## src/rtl/seg_pkg.sv

```systemverilog
`default_nettype none
//============================================================================
// seg_pkg - seven-segment constants and scan slot type | Rev 1.0
//============================================================================
package seg_pkg;

  // Active-low segment patterns {g,f,e,d,c,b,a}, entry n = hex digit n
  localparam logic [15:0][6:0] HEX_SEG = {
    7'h0E, 7'h06, 7'h21, 7'h46, 7'h03, 7'h08, 7'h10, 7'h00,
    7'h78, 7'h02, 7'h12, 7'h19, 7'h30, 7'h24, 7'h79, 7'h40
  };

  localparam logic [7:0] SEG_BLANK = 8'hFF;
  localparam logic [3:0] AN_OFF    = 4'hF;

  typedef enum logic [1:0] {
    SLOT0 = 2'd0,
    SLOT1 = 2'd1,
    SLOT2 = 2'd2,
    SLOT3 = 2'd3
  } slot_e;

endpackage
`default_nettype wire

```

## src/rtl/seg_hex_decode.sv

```systemverilog
`default_nettype none
//============================================================================
// seg_hex_decode - hex nibble to active-low seven-segment pattern | Rev 1.0
//============================================================================
module seg_hex_decode
  import seg_pkg::*;
(
  input  logic [3:0] nibble,
  output logic [6:0] seg
);

  always_comb begin
    seg = HEX_SEG[nibble];
  end

endmodule
`default_nettype wire

```

## src/rtl/seg_scan_ctl.sv

```systemverilog
`default_nettype none
//============================================================================
// seg_scan_ctl - 4-digit multiplexed 7-seg scan with guard and frame buffer
// Rev 1.0
//============================================================================
module seg_scan_ctl
  import seg_pkg::*;
#(
  parameter int DIV_W     = 18,
  parameter int GUARD_CYC = 1024
) (
  input  logic        clk,
  input  logic        rst,
  input  logic        load,
  input  logic [15:0] bcd_in,
  input  logic [3:0]  dp_in,
  input  logic [3:0]  digit_en,
  output logic [3:0]  ssd_an,
  output logic [7:0]  ssd_seg,
  output logic        frame_done
);

  localparam logic [DIV_W-1:0] GUARD_LIM = DIV_W'(GUARD_CYC);

  logic [DIV_W-1:0] cnt;
  slot_e            slot;
  slot_e            slot_nxt;
  logic             tick;
  logic             boundary;

  logic [15:0]      stage_bcd;
  logic [3:0]       stage_dp;
  logic [3:0]       stage_en;
  logic             pending;
  logic [15:0]      shadow_bcd;
  logic [3:0]       shadow_dp;
  logic [3:0]       shadow_en;

  logic [1:0]       sel;
  logic [3:0]       nibble;
  logic [6:0]       hex_seg;
  logic [3:0]       an_nxt;
  logic [7:0]       seg_nxt;

  assign tick     = &cnt;
  assign boundary = tick && (slot == SLOT3);

  always_ff @(posedge clk or posedge rst) begin
    if (rst) begin
      cnt  <= '0;
      slot <= SLOT0;
    end else begin
      cnt  <= cnt + DIV_W'(1);
      slot <= slot_nxt;
    end
  end

  always_comb begin
    slot_nxt = slot;
    if (tick) begin
      case (slot)
        SLOT0:   slot_nxt = SLOT1;
        SLOT1:   slot_nxt = SLOT2;
        SLOT2:   slot_nxt = SLOT3;
        SLOT3:   slot_nxt = SLOT0;
        default: slot_nxt = SLOT0;
      endcase
    end
  end

  // A load coinciding with the boundary bypasses staging so it is not lost
  always_ff @(posedge clk or posedge rst) begin
    if (rst) begin
      stage_bcd  <= '0;
      stage_dp   <= '0;
      stage_en   <= '0;
      pending    <= 1'b0;
      shadow_bcd <= '0;
      shadow_dp  <= '0;
      shadow_en  <= '0;
    end else begin
      if (load) begin
        stage_bcd <= bcd_in;
        stage_dp  <= dp_in;
        stage_en  <= digit_en;
      end
      if (boundary) begin
        pending <= 1'b0;
        if (load) begin
          shadow_bcd <= bcd_in;
          shadow_dp  <= dp_in;
          shadow_en  <= digit_en;
        end else if (pending) begin
          shadow_bcd <= stage_bcd;
          shadow_dp  <= stage_dp;
          shadow_en  <= stage_en;
        end
      end else if (load) begin
        pending <= 1'b1;
      end
    end
  end

  assign sel    = slot;
  assign nibble = shadow_bcd[{sel, 2'b00} +: 4];

  seg_hex_decode u_dec (
    .nibble (nibble),
    .seg    (hex_seg)
  );

  always_comb begin
    an_nxt  = AN_OFF;
    seg_nxt = SEG_BLANK;
    if ((cnt >= GUARD_LIM) && shadow_en[sel]) begin
      an_nxt  = ~(4'b0001 << sel);
      seg_nxt = {~shadow_dp[sel], hex_seg};
    end
  end

  always_ff @(posedge clk or posedge rst) begin
    if (rst) begin
      ssd_an     <= AN_OFF;
      ssd_seg    <= SEG_BLANK;
      frame_done <= 1'b0;
    end else begin
      ssd_an     <= an_nxt;
      ssd_seg    <= seg_nxt;
      frame_done <= boundary;
    end
  end

endmodule
`default_nettype wire

```

## config.mk

```make
export PLATFORM = sky130hd
export DESIGN_NAME = seg_scan_ctl
export DESIGN_NICKNAME = d
export VERILOG_FILES = /design/src/rtl/seg_pkg.sv /design/src/rtl/seg_hex_decode.sv /design/src/rtl/seg_scan_ctl.sv
export SDC_FILE = /design/constraint.sdc
export NUM_CORES = 1
export LEC_CHECK = 0
export BUFFER_PORTS_ARGS = -buffer_cell sky130_fd_sc_hd__clkbuf_2
export CAP_MARGIN = 10
export CORE_MARGIN = 5
export CORE_UTILIZATION = 62
export CTS_CLUSTER_SIZE = 14
export DETAILED_ROUTE_END_ITERATION = 8
export HOLD_SLACK_MARGIN = 0.1
export PLACE_DENSITY = 0.83
export SYNTH_ARGS = -nofsm -noshare
export SYNTH_HDL_FRONTEND = slang
export SYNTH_SLANG_ARGS = --single-unit
```

## constraint.sdc

```tcl
create_clock -name clk -period 4.7 [get_ports clk]
set_input_delay 0.235 -clock clk [delete_from_list [all_inputs] [get_ports clk]]
set_output_delay 0.235 -clock clk [all_outputs]
set_load 0.01 [all_outputs]
```

==> results of run 1 <==
-- layout by cell type (no fill, tap or decap), types with 2 or more instances in the layout --
master | Yosys | final
nand3_1 | 10 | 10
clkbuf_8 | 0 | 11
dfstp_2 | 12 | 12
dfrtp_1 | 70 | 70
mux2_2 | 50 | 50
mux4_2 | 7 | 7
nand2_1 | 14 | 14
o21ai_0 | 3 | 3
nor3_1 | 4 | 4
nor4_1 | 3 | 3
clkbuf_2 | 0 | 39
nor3b_1 | 2 | 2
ha_1 | 13 | 13
xnor2_1 | 9 | 9
o21a_1 | 2 | 2
nor2_1 | 7 | 7
inv_1 | 10 | 9
clkinvlp_4 | 0 | 2
buf_4 | 0 | 3
nand4_1 | 3 | 3
o211ai_1 | 3 | 3
xor2_1 | 11 | 11
clkinv_2 | 0 | 2
and3_1 | 3 | 3
a21oi_1 | 2 | 2
-- stage by stage --
stage	worst slack (ns)	power, mW
floorplan	2.376	0.7810
global placement	2.614	0.8003
detailed placement	2.549	0.8046
CTS	2.518	1.317
global route	2.369	1.357
finish	2.555	1.305
-- state kept, by name, indices dropped and copies added, names as in the netlist --
| register | cells |
|---|---|
| shadow_en | 4 |
| pending | 1 |
| ssd_an | 4 |
| stage_en | 4 |
| shadow_bcd | 16 |
| ssd_seg | 8 |
| shadow_dp | 4 |
| cnt | 18 |
| frame_done | 1 |
| stage_bcd | 16 |
| sel | 2 |
| stage_dp | 4 |
-- power by group through the flow --
stage | registers (mW) | logic, mW | clock network, mW
final | 0.731 | 0.0574 | 0.516
after global routing | 0.733 | 0.0651 | 0.558
after CTS | 0.731 | 0.0594 | 0.526
after detailed placement | 0.745 | 0.0594 | 0
after global placement | 0.743 | 0.0570 | 0
after floorplan | 0.742 | 0.0385 | 0
-- kinds of logic after synthesis --
family,synth area share
AO/OA/AOI/OAI,0.02377
buffers and inverters,0.02653
XOR/XNOR,0.04823
adder cells (fa/ha/maj),0.04478
multiplexers,0.2012
flip-flops,0.5691
AND/OR/NAND/NOR,0.08647
-- routing by layer --
layer / wire length [um] / global-route usage / vias up
met3: 218 / 0.03802 / 13
met4: 146 / 0.08499 / 0
met1: 2607 / 0.2152 / 1062
met5: 0 / 0 / -
li1: - / - / 996
met2: 3214 / 0.3213 / 38
-- cell type report --
type / instances / area, um^2 / share of cell area
Sequential cell: 82 / 2067 / 0.5057
Multi-Input combinational cell: 158 / 1469 / 0.3594
Timing Repair Buffer: 42 / 217.7 / 0.05326
Clock buffer: 12 / 155.1 / 0.03796
Tap cell: 72 / 90.09 / 0.02204
Clock inverter: 4 / 50.05 / 0.01224
Inverter: 10 / 38.79 / 0.009489
-- worst max-delay path by stage --
| stage | end |
|---|---|
| final | ssd_seg[4] |
| after global routing | ssd_seg[4] |
| after global placement | ssd_seg[3] |
| after detailed placement | ssd_seg[3] |
| after CTS | ssd_seg[4] |
| after floorplan | cnt[0] |
-- worst max-delay path, stage by stage, from the launching register on --
cell and delay (ns):
dfrtp_1 0.62, mux4_2 0.64, ha_1 0.27, mux2_2 0.28, o21ai_0 0.18, nand2_1 0.09
==> results.toml, run 1 <==
[logic_synthesis]
synth_nets = 301
ys_top_cells_by_count = "dfrtp_1, mux2_2, nand2_1, ha_1, dfstp_2"
ys_warn_count = 0
synth.largest_area_cell = "dfrtp_1"
synthTopCellsByArea = "dfrtp_1, mux2_2, dfstp_2"
syn_avg_cell_area_um2 = 13.92
synth-edff-count = 0
synthMostInstantiatedCell = "dfrtp_1"
ys_types = 36
syn_inst = 261
ys_ff_latch = 82
ys_seq_area_frac = 0.5691
synth-async-reset-ratio = 1.000
synth_flop_cell = "dfrtp_1"
synth_area_um2 = 3632
synth_top_area_share = 0.4823

[timing]
finalCritPeriodShare = 0.4565
clock.fmax_mhz = 466.1
finalSetupTns_ns = 0
drv_slew = 0
rsz0062_at_grt = "no"
tightest_slew_ns = 0.9846
min_period_ns = 2.145
hold_viol_final = 0
hold_ws_ns = 0.1304
slew_headroom = 0.3436
fin_skew_ns = 0.008419
finalSetupViolCount = 0

[drt]
drt_iter0_drc = 49
vias_per_cell = 5.550
firstDrtPassIters = 4
wl_per_cell_um = 16.28
drc = 0
wirelength_um = 6186
via_count = 2109
ant_nets = 0

[place]
gp_congestion = 0.8542
portBuffers = 39
hpwl_um = 4200
dpl.cell_count = 364
dpl-instance-area_um2 = 3882

[final_layout]
n_antenna_cell = 0
final_core_util = 0.7289
syn_to_final_growth_pct = 12.54
drive_gt1_frac = 0.4286
fillCellCount = 386
instances_no_fill = 380
nets = 343
final_area_um2 = 4088

[critical_path]
rr_worst_depth = 5
cp_max_fo = 9
startpoint = "sel[0]"
arrival_ns = 2.42
reg2reg_from = "sel[0]"
rr_endpoint = "ssd_seg[4]"
rrSetupSlack_ns = 2.55
cp.required_ns = 4.98
path_class = "register to register"
critPathCaptureType = "register"
start_kind = "register"

[clock_tree]
cts.sink_count = 82
insertion_delay_ns = 0.35
cts_resized = 0
cts_setup_buffers = 0
numCtsBuffers = 9
hold_buffers = 0
htreeDepth = 3
cts_buffer_depth = 2
cts_tree = "done"
cts_root_buf = "clkbuf_8"
cts.clk_slew.worst_paths_ns = 0.08

[min_path]
hold_class = "input pin to register"
worstHoldPathCells = 2
holdPathEnd = "stage_dp[1]"
min_from = "dp_in[1]"

[power_and_ir_drop]
leakage_nw = 1.898
p_switching_mw = 0.2780
max-vdd-ir-drop_uv = 203.8
clockPowerShare = 0.396
seq_power_share = 0.560
combPwrFrac = 0.044
p_per_area_nw_per_um2 = 319.1
internal-power_mw = 1.027
switching_share = 0.2131

[global_routing]
overflow = 0
grt_max_degree = 83
grt_pass1_vias = 2295
grt.total_usage = 0.1834
grt_pass1_wl_um = 10540
antenna_found_initial = 0

[floorplan]
dieWidth_um = 86.54
fp.coreArea_um2 = 5608
num_rows = 27
dieArea_um2 = 7489
initial_core_util = 0.6477
die_h_um = 86.54
ios = 40

[job]
drv_cap = 0

[run_status]
status = "completed"
(Power assumes the default switching activity.)
==> run 2, diff against run 1 <==
--- a/config.mk
+++ b/config.mk
@@ -8,11 +8,11 @@
 export BUFFER_PORTS_ARGS = -buffer_cell sky130_fd_sc_hd__clkbuf_2
 export CAP_MARGIN = 10
 export CORE_MARGIN = 5
-export CORE_UTILIZATION = 62
+export CORE_UTILIZATION = 52
 export CTS_CLUSTER_SIZE = 14
 export DETAILED_ROUTE_END_ITERATION = 8
 export HOLD_SLACK_MARGIN = 0.1
-export PLACE_DENSITY = 0.83
+export PLACE_DENSITY = 0.74
 export SYNTH_ARGS = -nofsm -noshare
 export SYNTH_HDL_FRONTEND = slang
 export SYNTH_SLANG_ARGS = --single-unit
==> constraint.sdc (replaced) <==
create_clock -name clk -period 1.8 [get_ports clk]
set_input_delay 0.09 -clock clk [delete_from_list [all_inputs] [get_ports clk]]
set_output_delay 0.09 -clock clk [all_outputs]
set_load 0.01 [all_outputs]
==> run 2 against run 1 <==
  * The flow now finishes with violations (setup timing)
  * Count of clock-buffer cells in the layout down 2
  * First-iteration DRC count up 110%
  * Sequential share of layout area decreased by 8.1 points
  * Routed wire length is 22% higher
  * Global-route usage is 2.1 points lower
  * Utilization shrank 1.1 points
  * Maximum frequency is 17% higher
  * Via count rose by 13%
  * Critical endpoint is now shadow_bcd[11]
==> results.toml, run 2 (synthesis results as in run 1) <==
[run_status]
status = "finished with violations"
violations = "setup timing"

[floorplan]
fp.coreArea_um2 = 6794
ios = 40
die_h_um = 93.58
dieArea_um2 = 8756
initial_core_util = 0.5346
dieWidth_um = 93.58
num_rows = 30

[final_layout]
layout_commonest_cell = "dfrtp_1"
largest_register = "cnt"
final_area_um2 = 4876
drive_gt1_frac = 0.4768
nets = 402
fillCellCount = 451
syn_to_final_growth_pct = 34.24
final_cell_mix = "dfrtp_1, clkbuf_2, mux2_2, buf_4, dlygate4sd3_1"
largest_register_ffs = 18
n_antenna_cell = 0
top_regs = "cnt x18, shadow_bcd x16, stage_bcd x16"

[min_path]
hold_class = "input pin to async pin"

[timing]
tightest_slew_ns = 0.4289
clock.fmax_mhz = 546.5
hold_viol_final = 0
min_period_ns = 1.830
finalCritPeriodShare = 1.017
finalSetupTns_ns = -0.3439
setup_ws_ns = -0.02975
hold_ws_ns = 0.3943
finalSetupViolCount = 23
slew_headroom = 0.7141
rsz0062_at_grt = "yes"
fin_skew_ns = 0.008450
drv_slew = 0

[drt]
vias_per_cell = 5.160
ant_nets = 0
firstDrtPassIters = 4
drc = 0
wirelength_um = 7528
via_count = 2389
wl_per_cell_um = 16.26
drt_iter0_drc = 102

[place]
portBuffers = 39
hpwl_um = 4376
gp_congestion = 0.8295
dpl-instance-area_um2 = 4118

[global_routing]
antenna_found_initial = 0
grt_pass1_vias = 2356
grt_max_degree = 83
grt.total_usage = 0.1625
grt_pass1_wl_um = 10960
overflow = 0

[critical_path]
cp_max_fo = 6
startpoint = "cnt[4]"
critPathCaptureType = "register"
cp.required_ns = 2.04
start_kind = "register"
max_stage_delay_ns = 0.36
reg2reg_from = "cnt[4]"
crit_slowest_cell = "dfrtp_1"
path_class = "register to register"
crit_chain = "and4_4, nand4_1, nor4b_4, buf_6, buf_8, mux2_2"
arrival_ns = 2.07

[power_and_ir_drop]
p_per_area_nw_per_um2 = 768.6
max-vdd-ir-drop_uv = 459.2
total_power_mw = 3.748
leakage_nw = 2.250

[clock_tree]
cts_buffer_depth = 2
htreeDepth = 3
insertion_delay_ns = 0.35
cts_tree = "done"
numCtsBuffers = 9
cts.sink_count = 82
cts.clk_slew.worst_paths_ns = 0.08
cts_root_buf = "clkbuf_8"

[job]
drv_cap = 0
run 2: per-layer routing:
metal	vias to the layer above	wire [um]	share of wire	global-route usage
met5	-	0	0	0
met3	9	271	0.036	0.05068
met1	1216	3221	0.43	0.1984
met4	0	110	0.015	0.05535
li1	1118	-	-	-
met2	46	3924	0.52	0.2734
run 2: report_power, final:
group	switching (mW)	internal [mW]	total [mW]
Clock	0.670	0.964	1.63
Sequential	0.0127	1.89	1.91
Combinational	0.0930	0.113	0.206
Total	0.776	2.97	3.75
run 2: critical path: cells and delay by family (launching register included):
kind,cells,cell delay (ns)
multiplexers,1,0.34
flip-flops,1,0.36
buffers and inverters,2,0.32
AND/OR/NAND/NOR,3,0.70
run 2: per-stage QoR:
step                worst slack (ns)  std cells  utilization
finish                      -0.02975        463       0.7177
floorplan                   -0.03442        261            -
global route                -0.08238        463       0.7177
detailed placement          -0.07780        409       0.6061
global placement            -0.06722        409       0.6061
CTS                        -0.008746        453       0.6871
run 2: layout make-up:
| type | instances | area, um^2 | share of cell area |
|---|---|---|---|
| multi-input combinational | 159 | 1604 | 0.3290 |
| clock inverter | 6 | 112.6 | 0.02309 |
| timing repair buffer | 100 | 789.5 | 0.1619 |
| tap | 96 | 120.1 | 0.02463 |
| sequential | 82 | 2068 | 0.4242 |
| inverter | 10 | 43.79 | 0.008981 |
| clock buffer | 10 | 137.6 | 0.02823 |
run 2: worst paths after layout:
check                                  to  slack, ns  cells past startpoint
min in group clk                   cnt[0]       0.47                      1
setup reg to reg           shadow_bcd[11]      -0.03                      6
hold / removal                stage_dp[1]       0.39                      4
max in group asynchronous       ssd_an[3]       1.04                      4
setup / recovery           shadow_bcd[11]      -0.03                      6
hold reg to reg                    cnt[0]       0.47                      1
run 2: what timing repair did:
| action | 4_1_cts | 5_1_grt |
|---|---|---|
| cloned | 0 | 4 |
| pin swaps | 3 | 8 |
| setup endpoints to repair | 28 | 28 |
| hold endpoints to repair | 97 | 0 |
| buffers inserted | 2 | 6 |
| resized for setup | 7 | 19 |
| hold buffers | 26 | 0 |
==> run 3, diff against run 2 <==
--- a/config.mk
+++ b/config.mk
@@ -9,10 +9,12 @@
 export CAP_MARGIN = 10
 export CORE_MARGIN = 5
 export CORE_UTILIZATION = 52
+export CTS_CLUSTER_DIAMETER = 50
 export CTS_CLUSTER_SIZE = 14
 export DETAILED_ROUTE_END_ITERATION = 8
 export HOLD_SLACK_MARGIN = 0.1
 export PLACE_DENSITY = 0.74
+export SKIP_CTS_REPAIR_TIMING = 1
 export SYNTH_ARGS = -nofsm -noshare
 export SYNTH_HDL_FRONTEND = slang
 export SYNTH_SLANG_ARGS = --single-unit
==> run 3 against run 2 <==
  * The flow still finishes with violations (setup timing)
  * Sequential power hardly changed
  * Total power is 0.18% higher
  * Utilization down 0.37 points
  * Via count grew 0.54%
  * Combinational power barely moved
  * Flip-flop and latch count did not move
  * Setup slack worse by 0.0075 ns
  * Design area is 0.51% lower
  * Critical path type unchanged
==> results.toml, run 3 (synthesis results as in run 1) <==
[final_layout]
layout_commonest_cell = "dfrtp_1"
nets = 401
largest_register_ffs = 18
largest_register = "cnt"
drive_gt1_frac = 0.4672
top_regs = "cnt x18, shadow_bcd x16, stage_bcd x16"
final_cell_mix = "dfrtp_1, clkbuf_2, mux2_2, buf_4, dlygate4sd3_1"
syn_to_final_growth_pct = 33.55
final_core_util = 0.7140
n_antenna_cell = 0
fillCellCount = 453

[drt]
vias_per_cell = 5.199
drc = 0
ant_nets = 0
via_count = 2402
firstDrtPassIters = 4
wl_per_cell_um = 16.02
drt_iter0_drc = 128
wirelength_um = 7399

[run_status]
status = "finished with violations"
violations = "setup timing"

[clock_tree]
numCtsBuffers = 9
cts.sink_count = 82
htreeDepth = 3
cts_buffer_depth = 2
cts_tree = "done"
cts_root_buf = "clkbuf_8"
insertion_delay_ns = 0.35
cts.clk_slew.worst_paths_ns = 0.09

[critical_path]
critPathCaptureType = "register"
cp_max_fo = 6
cp.required_ns = 2.04
start_kind = "register"
arrival_ns = 2.08
path_class = "register to register"

[power_and_ir_drop]
p_per_area_nw_per_um2 = 773.9
leakage_nw = 2.244
max-vdd-ir-drop_uv = 457.8
total_power_mw = 3.754

[timing]
drv_slew = 0
finalCritPeriodShare = 1.021
tightest_slew_ns = 0.4176
setup_ws_ns = -0.03730
finalSetupViolCount = 22
rsz0062_at_grt = "yes"
slew_headroom = 0.7216
finalSetupTns_ns = -0.3531
fin_skew_ns = 0.008653
hold_viol_final = 0
clock.fmax_mhz = 544.3
hold_ws_ns = 0.3989
min_period_ns = 1.837

[floorplan]
fp.coreArea_um2 = 6794
die_h_um = 93.58
dieArea_um2 = 8756
ios = 40
dieWidth_um = 93.58
num_rows = 30
initial_core_util = 0.5346

[place]
hpwl_um = 4376
portBuffers = 39
preCtsSetupSlack_ns = -0.07780
gp_congestion = 0.8295

[job]
drv_cap = 0

[global_routing]
overflow = 0
grt_pass1_vias = 2254
grt.total_usage = 0.1553
grt_pass1_wl_um = 10460
antenna_found_initial = 0
grt_max_degree = 83

[min_path]
hold_class = "input pin to async pin"
==> run 3: cell types whose count changed in the layout (fill, tap and decap cells not counted), sizes merged <==
cell | before | now
buf | 33 | 32
==> run 3: layout make-up <==
type	instances	area (um^2)	share of cell area
Sequential cell	82	2068	0.4264
Multi-Input combinational cell	159	1593	0.3283
Timing Repair Buffer	99	778.2	0.1604
Clock buffer	10	137.6	0.02837
Tap cell	96	120.1	0.02476
Clock inverter	6	112.6	0.02321
Inverter	10	41.29	0.008512
==> run 3: final timing paths <==
path | endpoint | depth (start not counted) | start | slack (ns)
worst min register to register | cnt[0] | 1 | cnt[0] | 0.47
worst max-delay path | shadow_bcd[4] | 6 | cnt[4] | -0.04
worst max register to register | shadow_bcd[4] | 6 | cnt[4] | -0.04
max in group asynchronous | ssd_seg[1] | 4 | rst | 1.05
worst min-delay path | shadow_dp[0] | 4 | rst | 0.40
min in group clk | cnt[0] | 1 | cnt[0] | 0.47
==> run 3: power by group <==
group | internal (mW) | switching (mW)
clock network | 0.964 | 0.677
registers | 1.89 | 0.0132
logic | 0.113 | 0.0916
total | 2.97 | 0.782
==> run 3: per-layer routing <==
layer  vias up  wire length [um]  track usage
met5         -                 0            0
met4         0               102      0.05535
met3         7               357      0.05068
met2        54              3763       0.2543
met1      1222              3176       0.1933
li1       1119                 -            -
==> run 3: stage by stage <==
stage / cell area, um^2 / std cells
after detailed placement: 4118 / 409
final: 4851 / 462
after global routing: 4851 / 462
after global placement: 4118 / 409
after floorplan: 3662 / 261
after CTS: 4368 / 425
==> run 3: worst max-delay path, stage by stage (launching register included) <==
cell     delay [ns]
dfrtp_1        0.36
and4_4         0.23
nand4_1        0.14
nor4b_4        0.33
buf_6          0.18
buf_6          0.14
mux2_2         0.34
